==> config.mk <==
export PLATFORM = sky130hd
export DESIGN_NAME = regfile_wb_arbiter
export DESIGN_NICKNAME = d
export VERILOG_FILES = /design/src/rtl/regfile_wb_arbiter.sv
export SDC_FILE = /design/constraint.sdc
export NUM_CORES = 1
export LEC_CHECK = 0
export BUFFER_PORTS_ARGS = -buffer_cell sky130_fd_sc_hd__buf_2
export CAP_MARGIN = 20
export CORE_AREA = 2 2 137 139
export DETAILED_ROUTE_END_ITERATION = 16
export DIE_AREA = 0 0 139 141
export PLACE_DENSITY = 0.69
export SLEW_MARGIN = 40
export SYNTH_ARGS = -nofsm -noshare
export SYNTH_HDL_FRONTEND = slang
export SYNTH_SLANG_ARGS = --single-unit
==> constraint.sdc <==
create_clock -name clk -period 5.3 [get_ports clk]
set_input_delay 0.795 -clock clk [delete_from_list [all_inputs] [get_ports clk]]
set_output_delay 0.795 -clock clk [all_outputs]
set_load 0.01 [all_outputs]
==> src/rtl/regfile_wb_arbiter.sv <==
// Round-robin arbiter granting up to two writeback requesters per cycle onto two
// registered regfile write ports; flush blocks grants, refused cycles are counted.
module regfile_wb_arbiter #(
  parameter int N_REQ  = 4,
  parameter int DATA_W = 32,
  parameter int PREG_W = 6
) (
  input  logic                    clk,
  input  logic                    rst,
  input  logic                    flush_valid,
  input  logic [N_REQ-1:0]        req_valid,
  input  logic [N_REQ*PREG_W-1:0] req_pdst,
  input  logic [N_REQ*DATA_W-1:0] req_data,
  output logic [N_REQ-1:0]        req_ready,
  output logic [1:0]              wr_valid,
  output logic [2*PREG_W-1:0]     wr_pdst,
  output logic [2*DATA_W-1:0]     wr_data,
  output logic [31:0]             stall_count
);
  localparam int PTR_W = $clog2(N_REQ);
  localparam logic [PTR_W-1:0] LAST_IDX = PTR_W'(N_REQ - 1);

  logic [PTR_W-1:0]  r_rr_ptr;
  logic [1:0]        r_wr_valid;
  logic [PREG_W-1:0] r_pdst0, r_pdst1;
  logic [DATA_W-1:0] r_data0, r_data1;
  logic [31:0]       r_stall_count;

  logic [PREG_W-1:0] w_pdst [N_REQ];
  logic [DATA_W-1:0] w_data [N_REQ];
  logic              w_g0, w_g1;
  logic [PTR_W-1:0]  w_g0_idx, w_g1_idx, w_idx, w_last, w_ptr_nxt;
  logic [N_REQ-1:0]  w_ready;
  logic              w_refused;

  always_comb begin
    for (int i = 0; i < N_REQ; i++) begin
      w_pdst[i] = req_pdst[i*PREG_W +: PREG_W];
      w_data[i] = req_data[i*DATA_W +: DATA_W];
    end
  end

  // Walk from the priority pointer; first valid takes port 0, second port 1.
  always_comb begin
    w_g0     = 1'b0;
    w_g1     = 1'b0;
    w_g0_idx = '0;
    w_g1_idx = '0;
    w_idx    = '0;
    if (!rst && !flush_valid) begin
      for (int j = 0; j < N_REQ; j++) begin
        w_idx = PTR_W'((32'(r_rr_ptr) + 32'(j)) % N_REQ);
        if (req_valid[w_idx]) begin
          if (!w_g0) begin
            w_g0     = 1'b1;
            w_g0_idx = w_idx;
          end else if (!w_g1) begin
            w_g1     = 1'b1;
            w_g1_idx = w_idx;
          end
        end
      end
    end
  end

  always_comb begin
    w_ready = '0;
    if (w_g0) w_ready[w_g0_idx] = 1'b1;
    if (w_g1) w_ready[w_g1_idx] = 1'b1;
  end

  assign w_refused = |(req_valid & ~w_ready);
  assign w_last    = w_g1 ? w_g1_idx : w_g0_idx;
  assign w_ptr_nxt = (w_last == LAST_IDX) ? '0 : w_last + PTR_W'(1);

  always_ff @(posedge clk or posedge rst) begin
    if (rst) begin
      r_rr_ptr      <= '0;
      r_wr_valid    <= '0;
      r_pdst0       <= '0;
      r_pdst1       <= '0;
      r_data0       <= '0;
      r_data1       <= '0;
      r_stall_count <= '0;
    end else begin
      r_wr_valid <= {w_g1, w_g0};
      if (w_g0) begin
        r_pdst0  <= w_pdst[w_g0_idx];
        r_data0  <= w_data[w_g0_idx];
        r_rr_ptr <= w_ptr_nxt;
      end
      if (w_g1) begin
        r_pdst1 <= w_pdst[w_g1_idx];
        r_data1 <= w_data[w_g1_idx];
      end
      // Flush cycles refuse everything but are not stalls.
      if (!flush_valid && w_refused && (r_stall_count != 32'hFFFF_FFFF))
        r_stall_count <= r_stall_count + 32'd1;
    end
  end

  assign req_ready   = w_ready;
  assign wr_valid    = r_wr_valid;
  assign wr_pdst     = {r_pdst1, r_pdst0};
  assign wr_data     = {r_data1, r_data0};
  assign stall_count = r_stall_count;
endmodule

# == Yosys cells after proc, flatten, opt, wreduce, memory -nomap -nowiden ==
# Cells that the tools add are included.
# totals
memories,0
regBits,112
out_inout_bits,114
latchBits,0
ramBits,0
mem_bits_ro,0
input_bits,159
# op_classes
addsub,5
n_shift,0
n_bitwise,5
n_eq_ne,2
n_div,0
mul,0
n_lt_le_gt_ge,10
n_reduce_logical,8
muxes,64
# ops
operator,n
binary-select mux 32 bit (select 2 bit),2
2-to-1 mux 32 bit,4
2-to-1 mux 2 bit,20
adder 32 x 1 -> 32 bit (second input constant),1
!= test 32 bit (second input constant),1
binary-select mux 6 bit (select 2 bit),2
2-to-1 mux 1 bit,24
2-to-1 mux 6 bit,4
less-than comparator 2 x 3 -> 1 bit (second input constant),6
binary-select mux 1 bit (select 2 bit),4
2-to-1 mux 4 bit,2
greater-or-equal comparator 3 bit (second input constant),2
inverter 2 -> 3 bit,2
logical AND 1 bit,5
adder 2 x 1 -> 2 bit (second input constant),2
adder 2 bit (second input constant),2
AND 4 bit,1
demux 1 bit (select 2 bit),2
greater-or-equal comparator 2 x 1 -> 1 bit (second input constant),2
inverter 4 bit,1
OR 4 bit,1
OR reduction 4 bit,1
== test 2 bit (second input constant),1
zero test 1 bit,2

# == Longest topological paths before layout ==
# logic_depth
word_depth,25
depth_mapped,17
depth_no_buf,12

# == Worst setup path before layout ==
# OpenSTA, ideal clock, no wires.
# synth_timing
path_kind,input to output
start,input req_valid[2]
end,output req_ready[1]
arrival_time_ns,3.155
slack_ns,1.350
cell_stages,13
path_buffers,4
cell_sequence,buf_2 -> buf_2 -> nand2_1 -> and3_1 -> a21oi_1 -> ha_1 -> or4_1 -> o31ai_1 -> a2111o_1 -> a211o_1 -> buf_6 -> clkbuf_1 -> o22ai_1
# synth_between
elab_chain_cells,20
# synth_rtl
element,line,rtl
"start, declared",11,"input logic [N_REQ-1:0] req_valid,"
binary-select mux 1 bit (select 2 bit),53,if (req_valid[w_idx]) begin
2-to-1 mux 1 bit (not written as such),53,
2-to-1 mux 1 bit,53,
2-to-1 mux 1 bit,50,if (!rst && !flush_valid) begin
2-to-1 mux 1 bit,54,if (!w_g0) begin
2-to-1 mux 1 bit,53,
2-to-1 mux 1 bit,50,
2-to-1 mux 2 bit / 2-to-1 mux 1 bit (equally long branches),"57, 54",
(+4 left out),--,
2-to-1 mux 2 bit,53,
2-to-1 mux 2 bit,50,
less-than comparator 2 x 3 -> 1 bit (not written as such) / greater-or-equal comparator 2 x 1 -> 1 bit (equally long branches),69,if (w_g1) w_ready[w_g1_idx] = 1'b1;
logical AND 1 bit (not written as such),69,
2-to-1 mux 1 bit (not written as such),69,
demux 1 bit (select 2 bit),69,
OR 4 bit (no source line),--,
2-to-1 mux 4 bit *,69,
"end, declared",14,"output logic [N_REQ-1:0] req_ready,"
# Every way passes the cells marked *; elsewhere a longest branch is shown, timed or not. The select of a mux whose other input is x is not followed.

# == Worst setup path after layout ==
# layout_timing
start,register r_rr_ptr[0]
end,output req_ready[2]
# layout_between
elab_chain_cells,20
# layout_rtl
element,line,rtl
"start, declared",23,logic [PTR_W-1:0] r_rr_ptr;
"start signal, assigned",90,r_rr_ptr <= w_ptr_nxt;
binary-select mux 1 bit (select 2 bit),53,
2-to-1 mux 1 bit (not written as such),53,
2-to-1 mux 1 bit,53,
2-to-1 mux 1 bit,50,
2-to-1 mux 1 bit,54,
2-to-1 mux 1 bit,53,
2-to-1 mux 1 bit,50,
2-to-1 mux 2 bit / 2-to-1 mux 1 bit (equally long branches),"57, 54",
(+4 left out),--,
2-to-1 mux 2 bit,53,
2-to-1 mux 2 bit,50,
less-than comparator 2 x 3 -> 1 bit (not written as such) / greater-or-equal comparator 2 x 1 -> 1 bit (equally long branches),69,
logical AND 1 bit (not written as such),69,
2-to-1 mux 1 bit (not written as such),69,
demux 1 bit (select 2 bit),69,
OR 4 bit (no source line),--,
2-to-1 mux 4 bit *,69,
# Marks and branches as above.

==> results.cfg <==
[drt]
vias_per_cell = 5.53
via_count = 7178
drc = 0
wirelength_mm = 24.3
drt_first_pass_iters = 5
wl_per_cell_um = 18.7
drtAntennaViolNets = 0
drt_first_iter_violations = 369

[sta]
finalHoldViolCount = 0
final.min_clock_period_ns = 4.38
finClkSkew_ns = 0.0115
max_freq_mhz = 228
slew_viol_final = 0
worst_pin_slew_ns = 0.802
fin_setup_tns_ns = 0
rsz0062_at_grt = false
setup_viol = 0
hold_ws_ns = 0.481
fin_crit_sh_pct = 82.6
slew-limit-headroom_pct = 46.6

[grt]
grt_overflow_total = 0
met3_usage_pct = 7.20
grt_pass1_wl_mm = 38.4
grt_max_degree = 81
use_met1_pct = 29.9
grt.busiest_layer = met2
track_usage_pct = 24.5
grt_pass1_vias = 7193
use_met2_pct = 41.1
antenna_found_initial = 5

[cells_and_area]
layoutNonFillerInstCount = 1298
syn2layout_area_growth_pct = 24.2
final_nets = 1217
drive_gt1_share_pct = 36.8
fin_util_pct = 50.8

[clocking]
cts.repair.resized = 0
htree_num_levels = 3
cts_root_buf = clkbuf_16
cts_max_path_buffers = 2
cts.hold.buffers_added = 0
numClockSinks = 112
numCtsBuffers = 9
tritoncts = yes
post_cts_buffers = 0
clock_latency_ns = 0.36
clkTransAtPathRegs_ns = 0.08

[power_and_ir_drop]
p_seq_share_pct = 37.8
clkPwrFrac_pct = 22.8
peakVddDrop_mv = 0.154
powerDensity_nw_per_um2 = 326
pwr-share-comb_pct = 39.5
p_sw_w = 0.00116
p_sw_share_pct = 38.2
p_leak_nw = 4.22
p_int_w = 0.00187
power_w = 0.00303

[min_path]
hp-class = reg -> reg

[outcome]
status = complete, no violations

[synthesis]
ys_warn_count = 0
yosysTopAreaCellShare_pct = 37.5
synth_seq_cells = 112
synthCells = 827
avgSynthCellArea_um2 = 9.04
yosys.area_share.adder_pct = 0.502
synth_area_leaders = dfrtp_1 37%, mux2_2 10%, mux2i_1 8.6%
synth_cell_type_count = 56
ys_dominant_reg_cell = dfrtp_1
netlist_top_cells_count = 112 x dfrtp_1, 90 x nand2_1, 74 x nor2_1
synthesis.nets = 989
synth_top_area_cell = dfrtp_1
synth_area_um2 = 7470
synthMuxAreaShare_pct = 19.0
async_flop_share_pct = 100
yosysMostFrequentCell = dfrtp_1
synth_compound_area_share_pct = 16.9
synth_simple_gate_area_share_pct = 17.0
synthXorXnorAreaFrac_pct = 4.10
ys_seq_area_share_pct = 37.5
synth_edf_count = 0
synth_top_family_by_area = multiplexers

[critical_path]
worst_path_max_delay_cell = dfrtp_1
slowest_delay_ns = 0.75
cp-end-kind = output port
worst_ep_arrival_time_ns = 3.58
cp_cell_sequence = inv_1 -> and3_1 -> a21oi_1 -> ha_1 -> inv_1 -> o32ai_1 -> a211o_1 -> nor2b_1 -> nor2_4 -> o21ai_0 -> buf_2
crit_path_start_kind = register
cpMostUsedCell = inv_1
critPathKind = reg -> out
path_max_fanout = 18
crit_required_ns = 4.51

[place]
place.gp.congestion = 0.898
port_buffers = 272
place_inst = 1278
hpwl_mm = 17.2

[floorplan]
pin_count = 273
die_h_um = 141
core_area_um2 = 18300
die_w_um = 139
initial_core_util_pct = 40.9
placementRows = 50
dieArea_um2 = 19600

[job]
max_cap_violations = 0
-- logic make-up after synthesis --
kind of cell    Yosys count
buf+inv                  82
xor+xnor                 35
fa+ha+maj                 3
simple gates            269
mux                     133
compound gates          193
flops                   112
-- layout make-up --
cell class	instances	area, um^2
Sequential cell	112	2800
Multi-Input combinational cell	633	4360
Timing Repair Buffer	287	1480
Clock buffer	9	225
Antenna cell	4	10.0
Fill cell	1750	8990
Tap cell	234	293
Clock inverter	7	63.8
Inverter	12	50.0
-- critical path: cells and delay by family, from the launching register on --
| family | cells | cell delay [ns] |
|---|---|---|
| buf+inv | 3 | 0.50 |
| simple gates | 3 | 0.85 |
| fa+ha+maj | 1 | 0.27 |
| flops | 1 | 0.75 |
| compound gates | 4 | 0.86 |
-- worst paths after layout --
kind,startpoint,to,slack (ns),depth (start not counted)
setup / recovery,r_rr_ptr[0],req_ready[2],0.92,11
hold / removal,r_data1[31],r_data1[31],0.48,2
setup reg to reg,r_rr_ptr[0],stall_count[18],1.14,13
hold reg to reg,r_data1[31],r_data1[31],0.48,2
max in group asynchronous,rst,stall_count[3],3.79,3
min in group asynchronous,rst,r_pdst1[1],0.58,2
-- power groups by stage --
stage	Sequential (W)	Clock, W	Combinational [W]
finish	0.00114	0.000689	0.00120
global route	0.00117	0.000740	0.00131
CTS	0.00114	0.000703	0.00121
detailed placement	0.00116	0	0.00120
global placement	0.00115	0	0.00119
floorplan	0.00120	0	0.000710
-- sequential cells by signal (all words and copies together), names as in the netlist --
signal       flops
r_data0         32
r_data1         32
stall_count     32
r_pdst0          6
r_pdst1          6
r_rr_ptr         2
wr_valid         2
-- layer usage --
metal | share of wire [%] | routed length (um) | vias to the layer above
met5 | 0.053 | 13 | -
met4 | 3.0 | 725 | 2
met3 | 7.1 | 1720 | 53
met2 | 49 | 11800 | 245
met1 | 41 | 10000 | 3418
li1 | - | - | 3460
-- cell usage in the layout, fill, tap and decap left out, drive strengths merged, types with 21 or more instances in the layout --
| master | instances |
|---|---|
| mux2i | 64 |
| a21oi | 30 |
| a22oi | 30 |
| o21ai | 44 |
| xnor2 | 33 |
| nor2 | 75 |
| nand2 | 90 |
| buf | 287 |
| dfrtp | 112 |
| nand4 | 21 |
| mux2 | 69 |
| a31oi | 35 |
-- metrics by stage --
step           instance area, um^2  setup WS (ns)
6_report                      9280          0.923
5_1_grt                       9280          0.666
4_1_cts                       9260          0.859
3_5_place_dp                  8970          0.866
3_3_place_gp                  8970          0.930
2_1_floorplan                 7470           1.35
No activity file was read; power rests on OpenSTA's default activity.
